`src/rtl/cmp_bist_if.sv`:
```
// Operand/response bundle between the comparator BIST engine and the comparator under test.
interface cmp_bist_if #(
  parameter int WIDTH = 2
);
  logic [WIDTH-1:0] a_o;
  logic [WIDTH-1:0] b_o;
  logic             equal_i;
  logic             gt_i;
  logic             lt_i;

  modport master (output a_o, output b_o, input equal_i, input gt_i, input lt_i);
  modport slave  (input a_o, input b_o, output equal_i, output gt_i, output lt_i);
endinterface

```
`src/rtl/cmp_bist.sv`:
```
// Exhaustive sweep generator and response checker for an equal/gt/lt magnitude comparator.
// state | meaning
// IDLE  | waiting for the first start, operands held at zero
// RUN   | one operand pair driven per cycle, a-major / b-minor
// DRAIN | last vector held while its response works through the latency
// DONE  | results frozen, operands at zero, start restarts the sweep
module cmp_bist #(
  parameter int WIDTH = 2,
  parameter int LAT   = 1,
  parameter int ERR_W = 8
) (
  input  logic             clk,
  input  logic             rst_n,
  input  logic             start,
  cmp_bist_if.master       cmp,
  output logic             busy,
  output logic             done,
  output logic             pass,
  output logic [ERR_W-1:0] err_cnt,
  output logic             fail_valid,
  output logic [WIDTH-1:0] fail_a,
  output logic [WIDTH-1:0] fail_b
);
  localparam int IW = 2 * WIDTH;
  localparam logic [IW-1:0] IDX_LAST = '1;
  localparam logic [1:0] DRAIN_LOAD = (LAT > 0) ? 2'(LAT - 1) : 2'd0;

  typedef enum logic [1:0] {IDLE, RUN, DRAIN, DONE} state_t;

  state_t           state, state_nxt;
  logic [IW-1:0]    idx;
  logic [1:0]       drain_cnt;
  logic             launch;
  logic [2:0]       exp_now;
  logic [2:0]       resp;
  logic             chk_valid;
  logic [2:0]       chk_exp;
  logic [WIDTH-1:0] chk_a, chk_b;

  assign cmp.a_o = idx[IW-1:WIDTH];
  assign cmp.b_o = idx[WIDTH-1:0];
  assign exp_now = {cmp.a_o == cmp.b_o, cmp.a_o > cmp.b_o, cmp.a_o < cmp.b_o};
  assign resp    = {cmp.equal_i, cmp.gt_i, cmp.lt_i};
  assign pass    = done && (err_cnt == '0);

  always_ff @(posedge clk or negedge rst_n) begin
    if (!rst_n) state <= IDLE;
    else        state <= state_nxt;
  end

  always_comb begin
    state_nxt = state;
    launch    = 1'b0;
    busy      = 1'b0;
    case (state)
      IDLE: if (start) begin
        state_nxt = RUN;
        launch    = 1'b1;
      end
      RUN: begin
        busy = 1'b1;
        if (idx == IDX_LAST) state_nxt = (LAT > 0) ? DRAIN : DONE;
      end
      DRAIN: begin
        busy = 1'b1;
        if (drain_cnt == 2'd0) state_nxt = DONE;
      end
      DONE: if (start) begin
        state_nxt = RUN;
        launch    = 1'b1;
      end
      default: state_nxt = IDLE;
    endcase
  end

  // idx holds the last vector through DRAIN and only clears once the sweep is over
  always_ff @(posedge clk or negedge rst_n) begin
    if (!rst_n) begin
      idx       <= '0;
      drain_cnt <= 2'd0;
    end else begin
      case (state_nxt)
        RUN:     idx <= (state == RUN) ? idx + IW'(1) : '0;
        DRAIN:   idx <= idx;
        default: idx <= '0;
      endcase
      if (state == RUN)
        drain_cnt <= DRAIN_LOAD;
      else if (state == DRAIN && drain_cnt != 2'd0)
        drain_cnt <= drain_cnt - 2'd1;
    end
  end

  if (LAT > 0) begin : g_pipe
    logic [LAT-1:0]   pv;
    logic [2:0]       pe [LAT];
    logic [WIDTH-1:0] pa [LAT];
    logic [WIDTH-1:0] pb [LAT];

    always_ff @(posedge clk or negedge rst_n) begin
      if (!rst_n) begin
        pv <= '0;
        for (int i = 0; i < LAT; i++) begin
          pe[i] <= '0;
          pa[i] <= '0;
          pb[i] <= '0;
        end
      end else begin
        pv[0] <= (state == RUN);
        pe[0] <= exp_now;
        pa[0] <= cmp.a_o;
        pb[0] <= cmp.b_o;
        for (int i = 1; i < LAT; i++) begin
          pv[i] <= pv[i-1];
          pe[i] <= pe[i-1];
          pa[i] <= pa[i-1];
          pb[i] <= pb[i-1];
        end
      end
    end

    assign chk_valid = pv[LAT-1];
    assign chk_exp   = pe[LAT-1];
    assign chk_a     = pa[LAT-1];
    assign chk_b     = pb[LAT-1];
  end else begin : g_comb
    assign chk_valid = (state == RUN);
    assign chk_exp   = exp_now;
    assign chk_a     = cmp.a_o;
    assign chk_b     = cmp.b_o;
  end

  // done lags entry into DONE by one cycle so it follows the final check's result
  always_ff @(posedge clk or negedge rst_n) begin
    if (!rst_n) begin
      err_cnt    <= '0;
      fail_valid <= 1'b0;
      fail_a     <= '0;
      fail_b     <= '0;
      done       <= 1'b0;
    end else if (launch) begin
      err_cnt    <= '0;
      fail_valid <= 1'b0;
      fail_a     <= '0;
      fail_b     <= '0;
      done       <= 1'b0;
    end else begin
      if (chk_valid && (resp != chk_exp)) begin
        if (err_cnt != '1) err_cnt <= err_cnt + ERR_W'(1);
        if (!fail_valid) begin
          fail_valid <= 1'b1;
          fail_a     <= chk_a;
          fail_b     <= chk_b;
        end
      end
      if (state == DONE) done <= 1'b1;
    end
  end
endmodule

```
`src/flat_wrapper.sv`:
```
// flat-port wrapper written by rule: the top's interface ports become plain ports
module cmp_bist_flat 
#(
  parameter int WIDTH = 2,
  parameter int LAT   = 1,
  parameter int ERR_W = 8
)
  (clk, rst_n, start, busy, done, pass, err_cnt, fail_valid, fail_a, fail_b, cmp_a_o, cmp_b_o, cmp_equal_i, cmp_gt_i, cmp_lt_i);
  cmp_bist_if #(.WIDTH(WIDTH)) cmp_i ();
  input  logic clk;
  input  logic rst_n;
  input  logic start;
  output logic busy;
  output logic done;
  output logic pass;
  output logic [ERR_W-1:0] err_cnt;
  output logic fail_valid;
  output logic [WIDTH-1:0] fail_a;
  output logic [WIDTH-1:0] fail_b;
  output wire logic [$bits(cmp_i.a_o)-1:0] cmp_a_o;
  output wire logic [$bits(cmp_i.b_o)-1:0] cmp_b_o;
  input wire logic [$bits(cmp_i.equal_i)-1:0] cmp_equal_i;
  input wire logic [$bits(cmp_i.gt_i)-1:0] cmp_gt_i;
  input wire logic [$bits(cmp_i.lt_i)-1:0] cmp_lt_i;
  assign cmp_a_o = cmp_i.a_o;
  assign cmp_b_o = cmp_i.b_o;
  assign cmp_i.equal_i = cmp_equal_i;
  assign cmp_i.gt_i = cmp_gt_i;
  assign cmp_i.lt_i = cmp_lt_i;
  cmp_bist #(.WIDTH(WIDTH), .LAT(LAT), .ERR_W(ERR_W)) u_core (.clk(clk), .rst_n(rst_n), .start(start), .cmp(cmp_i), .busy(busy), .done(done), .pass(pass), .err_cnt(err_cnt), .fail_valid(fail_valid), .fail_a(fail_a), .fail_b(fail_b));
endmodule
```
`config.mk`:
```
export PLATFORM = sky130hd
export DESIGN_NAME = cmp_bist_flat
export DESIGN_NICKNAME = d
export VERILOG_FILES = /design/src/rtl/cmp_bist_if.sv /design/src/rtl/cmp_bist.sv /design/src/flat_wrapper.sv
export SDC_FILE = /design/constraint.sdc
export NUM_CORES = 1
export LEC_CHECK = 0
export ABC_AREA = 1
export CORE_MARGIN = 2
export CORE_UTILIZATION = 59
export CTS_BUF_LIST = sky130_fd_sc_hd__clkbuf_2 sky130_fd_sc_hd__clkbuf_4 sky130_fd_sc_hd__clkbuf_8
export DETAILED_ROUTE_END_ITERATION = 7
export GPL_TIMING_DRIVEN = 0
export PLACE_DENSITY = 0.87
export REMOVE_ABC_BUFFERS = 1
export SLEW_MARGIN = 20
export SYNTH_ARGS = -nofsm -noshare
export SYNTH_HDL_FRONTEND = slang
export SYNTH_SLANG_ARGS = --single-unit
```
`constraint.sdc`:
```
create_clock -name clk -period 3.1 [get_ports clk]
set_clock_uncertainty 0.05 [all_clocks]
set_input_delay 0.62 -clock clk [delete_from_list [all_inputs] [get_ports clk]]
set_output_delay 0.62 -clock clk [all_outputs]
set_load 0.01 [all_outputs]
```
==> results.md, run 1 <==
- Count of final max-slew check failures: 0
- H-tree depth: 2
- Post-CTS Resized: 0
- Nature of the critical path endpoint: output pin
- Post-CTS Setup Bufs: 0
- Post-synth top area share: 48.3%
- Required @ worst endpoint: 2.43 ns
- Dominant cell type by area after synthesis: dfrtp_1
- I/O pin total: 26
- Inserted Diodes: 0
- Max Cap Viol: 0
- Most common cell after layout, fill and taps aside: nand2_1
- DR WL/cell: 13.0 um
- Fin Hold WS: 0.249 ns
- TritonCTS clock tree: yes
- CP max FO: 6
- Router iterations before antenna repair: 4
- Vias in the first global route: 1237
- First DRT Iteration DRCs: 30
- Die X: 55.3 um
- Initial Util: 62.7%
- Core Area: 0.00248 mm^2
- Worst slew margin: 57.2%
- Unique cell type count in the Yosys netlist: 22
- Layout cell share with drive strength beyond 1: 9.00%
- FF+latch count, synth: 30
- First-pass GRT wire length: 5510 um
- HPWL Detailed: 2340 um
- Final wirelength: 3130 um
- Grt ovf: 0
- Cell row count: 18
- DR vias/cell: 5.27
- Leak: 0.994 nW
- Tmin final: 2.64 ns
- Design Area, Final: 0.00188 mm^2
- Area after DPL: 0.00182 mm^2
- Worst EP arrival: 1.97 ns
- Status: complete, no violations
- Cells after Synth: 181
- Tcrit/Tclk final: 85.2%
- Final hold vios: 0
- Pwr/cell area: 748 mW/mm^2
- Cells taking the most area after synthesis: dfrtp_1 (48%), nand2_1 (10%), ha_1 (7.2%), inv_1 (7.0%), nand3_1 (5.5%)
- Fmax achieved: 0.378 GHz
- CP Launch Type: flip-flop
- Ys Warns: 0
- Post-route ant nets: 0
- Crit Path Class: flip-flop to output pin
- Setup Viol. Count Final: 0
- VDD IR max: 0.000665 V
- Largest net degree at the start of global routing: 31
- Area Overhead vs Synth: 20.8%
- Seq/Total Area, Yosys: 48.3%
- GP Congestion: 0.740
- Clk Latency, worst-skew pair: 0.33 ns
- Tightest Pin Transition: 0.642 ns
- CTS Hold Buffers Added: 0
- DRC viols: 0
- CTS buffer count: 5
- Clk root buf: clkbuf_4
- Initial antenna violation count: 0
- Unrepaired setup endpoints after global routing: no
- Syn Std Cell Area: 0.00155 mm^2
- Reg clk slew, reported paths: 0.09 ns
- DIE AREA: 0.00306 mm^2
- TNS Setup: 0 ns
- Vias: 1271
- PortBufs: 25
- Mean Syn Cell Area: 8.59 um^2
- CTS Sinks: 30
- Layout net count: 226
- Most frequent cells in the layout: nand2_1 (43), dfrtp_1 (30), inv_1 (29)
- Hold crit path type: input pin to asynchronous set/reset pin
- Gr usage total: 23.0%
- DIE HEIGHT: 55.3 um
- Max Root-Sink Buffers: 2
[path summary, 6_finish.rpt]
path	startpoint	end	slack, ns	cells after the start
worst max-delay path	u_core.err_cnt[5]$_DFFE_PN0P_	pass	0.46	3
worst min-delay path	rst_n	u_core.fail_b[0]$_DFFE_PN0P_	0.25	1
worst max register to register	u_core.state[0]$_DFF_PN0_	u_core.err_cnt[3]$_DFFE_PN0P_	1.17	7
worst min register to register	u_core.chk_a[0]$_DFF_PN0_	u_core.fail_a[0]$_DFFE_PN0P_	0.45	2
max in group asynchronous	rst_n	u_core.drain_cnt[0]$_DFFE_PN0P_	2.33	1
min in group clk	u_core.chk_a[0]$_DFF_PN0_	u_core.fail_a[0]$_DFFE_PN0P_	0.45	2
[cells by family (layout without fill, tap and decap cells)]
kind of cell,Yosys count,after routing,share of synthesized area (%)
and+or+nand+nor,91,91,27.7
xor gates and xnor gates,10,10,5.64
DFF,30,30,48.3
adders and majority gates,9,9,7.25
buffers and inverters,32,62,8.05
AOI/OAI and AO/OA,9,9,3.06
[synthesized netlist by cell type]
master / number
dfrtp_1: 30
nand3_2: 4
o21ai_1: 4
xor2_1: 8
a211oi_1: 1
nor2_1: 19
inv_2: 1
xnor2_1: 2
nand3_1: 17
ha_1: 9
nor2_4: 2
nand2_1: 43
nand3_4: 1
buf_4: 1
nand4_1: 1
a21oi_1: 3
nand2_2: 1
buf_2: 1
nor2_2: 2
or4_1: 1
inv_1: 29
o21ai_0: 1
[final cells by class]
cell class                 instances  area [um^2]
fill                             182          601
tap                               30         37.5
clock buffer                       7         52.6
inverter                          30          113
timing repair buffer              25          245
multi-input combinational        119          678
sequential                        30          751
[through the flow]
step | setup slack (ns) | power (mW) | instances | utilization [%]
3_5_place_dp | 0.824 | 1.18 | 234 | 73.6
6_report | 0.458 | 1.40 | 241 | 75.8
5_1_grt | 0.411 | 1.51 | 241 | 75.8
3_3_place_gp | 0.847 | 1.14 | 234 | 73.8
4_1_cts | 0.452 | 1.41 | 241 | 75.8
2_1_floorplan | 1.29 | 0.937 | 179 | -
[layer usage]
layer / global-route usage (%) / vias to the layer above / wire length, um
met5: 0 / - / 0
met4: 12.9 / 0 / 97
met3: 5.39 / 11 / 145
met2: 39.8 / 36 / 1630
met1: 25.9 / 606 / 1250
li1: - / 618 / -
[where the power goes]
part           switching, mW  leakage [nW]  internal (mW)  total, mW
logic                  0.370         0.560          0.250      0.619
registers             0.0764         0.401          0.475      0.552
clock network          0.130        0.0322          0.103      0.232
[sequential cells by signal, summed over array words and instances (netlist names), 2 cells and up]
register and flops:
u_core.err_cnt 8, u_core.idx 4, u_core.drain_cnt 2, u_core.state 2, u_core.chk_b 2, u_core.fail_a 2, u_core.chk_a 2, u_core.fail_b 2
u_core.chk_exp 3
[worst max-delay path, stage by stage, from the launching register on]
cell             delay (ns)
dfrtp_1                0.46
or4_1                  0.53
nor2_1                 0.10
clkdlybuf4s50_1        0.54
Note: power is estimated with default switching activity, not from simulation.
==> run 2: changes to the inputs <==
--- a/config.mk
+++ b/config.mk
@@ -6,6 +6,7 @@
 export NUM_CORES = 1
 export LEC_CHECK = 0
 export ABC_AREA = 1
+export CORE_ASPECT_RATIO = 0.8
 export CORE_MARGIN = 2
 export CORE_UTILIZATION = 59
 export CTS_BUF_LIST = sky130_fd_sc_hd__clkbuf_2 sky130_fd_sc_hd__clkbuf_4 sky130_fd_sc_hd__clkbuf_8
==> run 2 against run 1 <==
Net effect: sequential share of layout area is 0.40 points lower; combinational power is 1% higher; die area hardly changed; register-to-register slack hardly changed; clock power is 8% higher; largest cell class unchanged; highest routed layer unchanged.
==> results.md, run 2 (synthesized netlist as in run 1, its figures left out) <==
- Status: complete, no violations
- Logic pwr share: 44.0%
- Sequential share of power: 38.5%
- Router iterations before antenna repair: 4
- DR vias/cell: 5.08
- Reg2Reg Depth: 7
- CP max FO: 6
- Post-CTS Resized: 0
- First-pass GRT wire length: 5460 um
- Fin Hold WS: 0.256 ns
- Tcrit/Tclk final: 88.3%
- Inserted Diodes: 0
- CTS buffer count: 5
- Design Power: 1.43 mW
- Reg2Reg Launch Point: u_core.state[0]$_DFF_PN0_
- First DRT Iteration DRCs: 81
- Final hold vios: 0
- Die X: 61.4 um
- Post-CTS Setup Bufs: 0
- Layout net count: 226
- Gr usage total: 24.9%
- Max Root-Sink Buffers: 2
- Internal cell power: 0.834 mW
- Post-route ant nets: 0
- Tightest Pin Transition: 0.667 ns
- Leak: 0.996 nW
- VDD IR max: 0.000548 V
- Vias in the first global route: 1261
- Multi-input gate area: 678 um^2
- DIE HEIGHT: 49.9 um
- Tmin final: 2.74 ns
- Worst R2R End: u_core.err_cnt[0]$_DFFE_PN0P_
- Initial Util: 62.6%
- TritonCTS clock tree: yes
- GP Congestion: 0.842
- Fmax achieved: 0.365 GHz
- Reg clk slew, reported paths: 0.10 ns
- Vias: 1261
- CTS Hold Buffers Added: 0
- TNS Setup: 0 ns
- Unrepaired setup endpoints after global routing: no
- Reg-to-reg slack, setup: 1.17 ns
- Largest register by flop count: u_core.err_cnt
- DRC viols: 0
- Cell row count: 16
- Grt ovf: 0
- Final wirelength: 3200 um
- Required @ worst endpoint: 2.43 ns
- Max Cap Viol: 0
- Hold crit path type: input pin to asynchronous set/reset pin
- Pwr/cell area: 753 mW/mm^2
- Worst slew margin: 55.6%
- Area Overhead vs Synth: 22.0%
- Sw frac: 41.6%
- Nature of the critical path endpoint: output pin
- Count of final max-slew check failures: 0
- Most frequent cells in the layout: nand2_1 (43), dfrtp_1 (30), inv_1 (29)
- P_sw: 0.593 mW
- Worst EP arrival: 2.07 ns
- Clk Latency, worst-skew pair: 0.34 ns
- DIE AREA: 0.00306 mm^2
- Layout cell share with drive strength beyond 1: 9.43%
- Max reg flops: 8
- Core Area: 0.00248 mm^2
- Crit Path Class: flip-flop to output pin
- Clock share of power: 17.5%
- Largest net degree at the start of global routing: 31
- I/O pin total: 26
- Setup Viol. Count Final: 0
- Most common cell after layout, fill and taps aside: nand2_1
- HPWL Detailed: 2210 um
- PortBufs: 25
- DR WL/cell: 12.9 um
- Clk root buf: clkbuf_4
- CP Launch Type: flip-flop
- H-tree depth: 2
- Initial antenna violation count: 0
- FILL cells: 186
- Reg area: 751 um^2
- CTS Sinks: 30
run 2: metrics by stage:
| stage | worst slack (ns) | instance area [um^2] | cells | utilization (%) |
|---|---|---|---|---|
| floorplan | 1.29 | 1540 | 179 | - |
| global placement | 0.837 | 1840 | 240 | 74.0 |
| detailed placement | 0.805 | 1830 | 240 | 73.8 |
| CTS | 0.372 | 1900 | 248 | 76.4 |
| global route | 0.321 | 1900 | 248 | 76.4 |
| finish | 0.362 | 1900 | 248 | 76.4 |
run 2: layer usage:
layer | track usage [%] | part of all wire, % | vias up
li1 | - | - | 623
met1 | 29.5 | 43 | 600
met2 | 40.2 | 50 | 31
met5 | 0 | 0 | -
met3 | 8.66 | 4.6 | 7
met4 | 11.0 | 2.0 | 0
run 2: worst max path at each step:
stage / startpoint / to / slack (ns) / cells after the start
after floorplan: u_core.err_cnt[5]$_DFFE_PN0P_ / pass / 1.29 / 2
after global placement: u_core.err_cnt[5]$_DFFE_PN0P_ / pass / 0.84 / 3
after detailed placement: u_core.err_cnt[5]$_DFFE_PN0P_ / pass / 0.80 / 3
after CTS: u_core.err_cnt[5]$_DFFE_PN0P_ / pass / 0.37 / 3
after global routing: u_core.err_cnt[5]$_DFFE_PN0P_ / pass / 0.32 / 3
final: u_core.err_cnt[5]$_DFFE_PN0P_ / pass / 0.36 / 3
run 2: cell type report:
cell class,instances,area share (%)
timing repair buffer,25,12.9
sequential,30,39.6
inverter,30,5.94
clock inverter,2,0.660
clock buffer,6,2.71
multi-input combinational,119,35.8
tap,36,2.38
run 2: power groups by stage:
stage                     combinational, mW  clock, mW  sequential [mW]
after floorplan                       0.372          0            0.565
after global placement                0.585          0            0.551
after detailed placement              0.617          0            0.555
after CTS                             0.623      0.256            0.547
after global routing                  0.702      0.272            0.561
final                                 0.628      0.250            0.549
run 2: critical path, cell delays in order (launching register included):
cell and delay (ns):
dfrtp_1 0.46, or4_1 0.57, nor2_1 0.13, clkdlybuf4s50_1 0.57
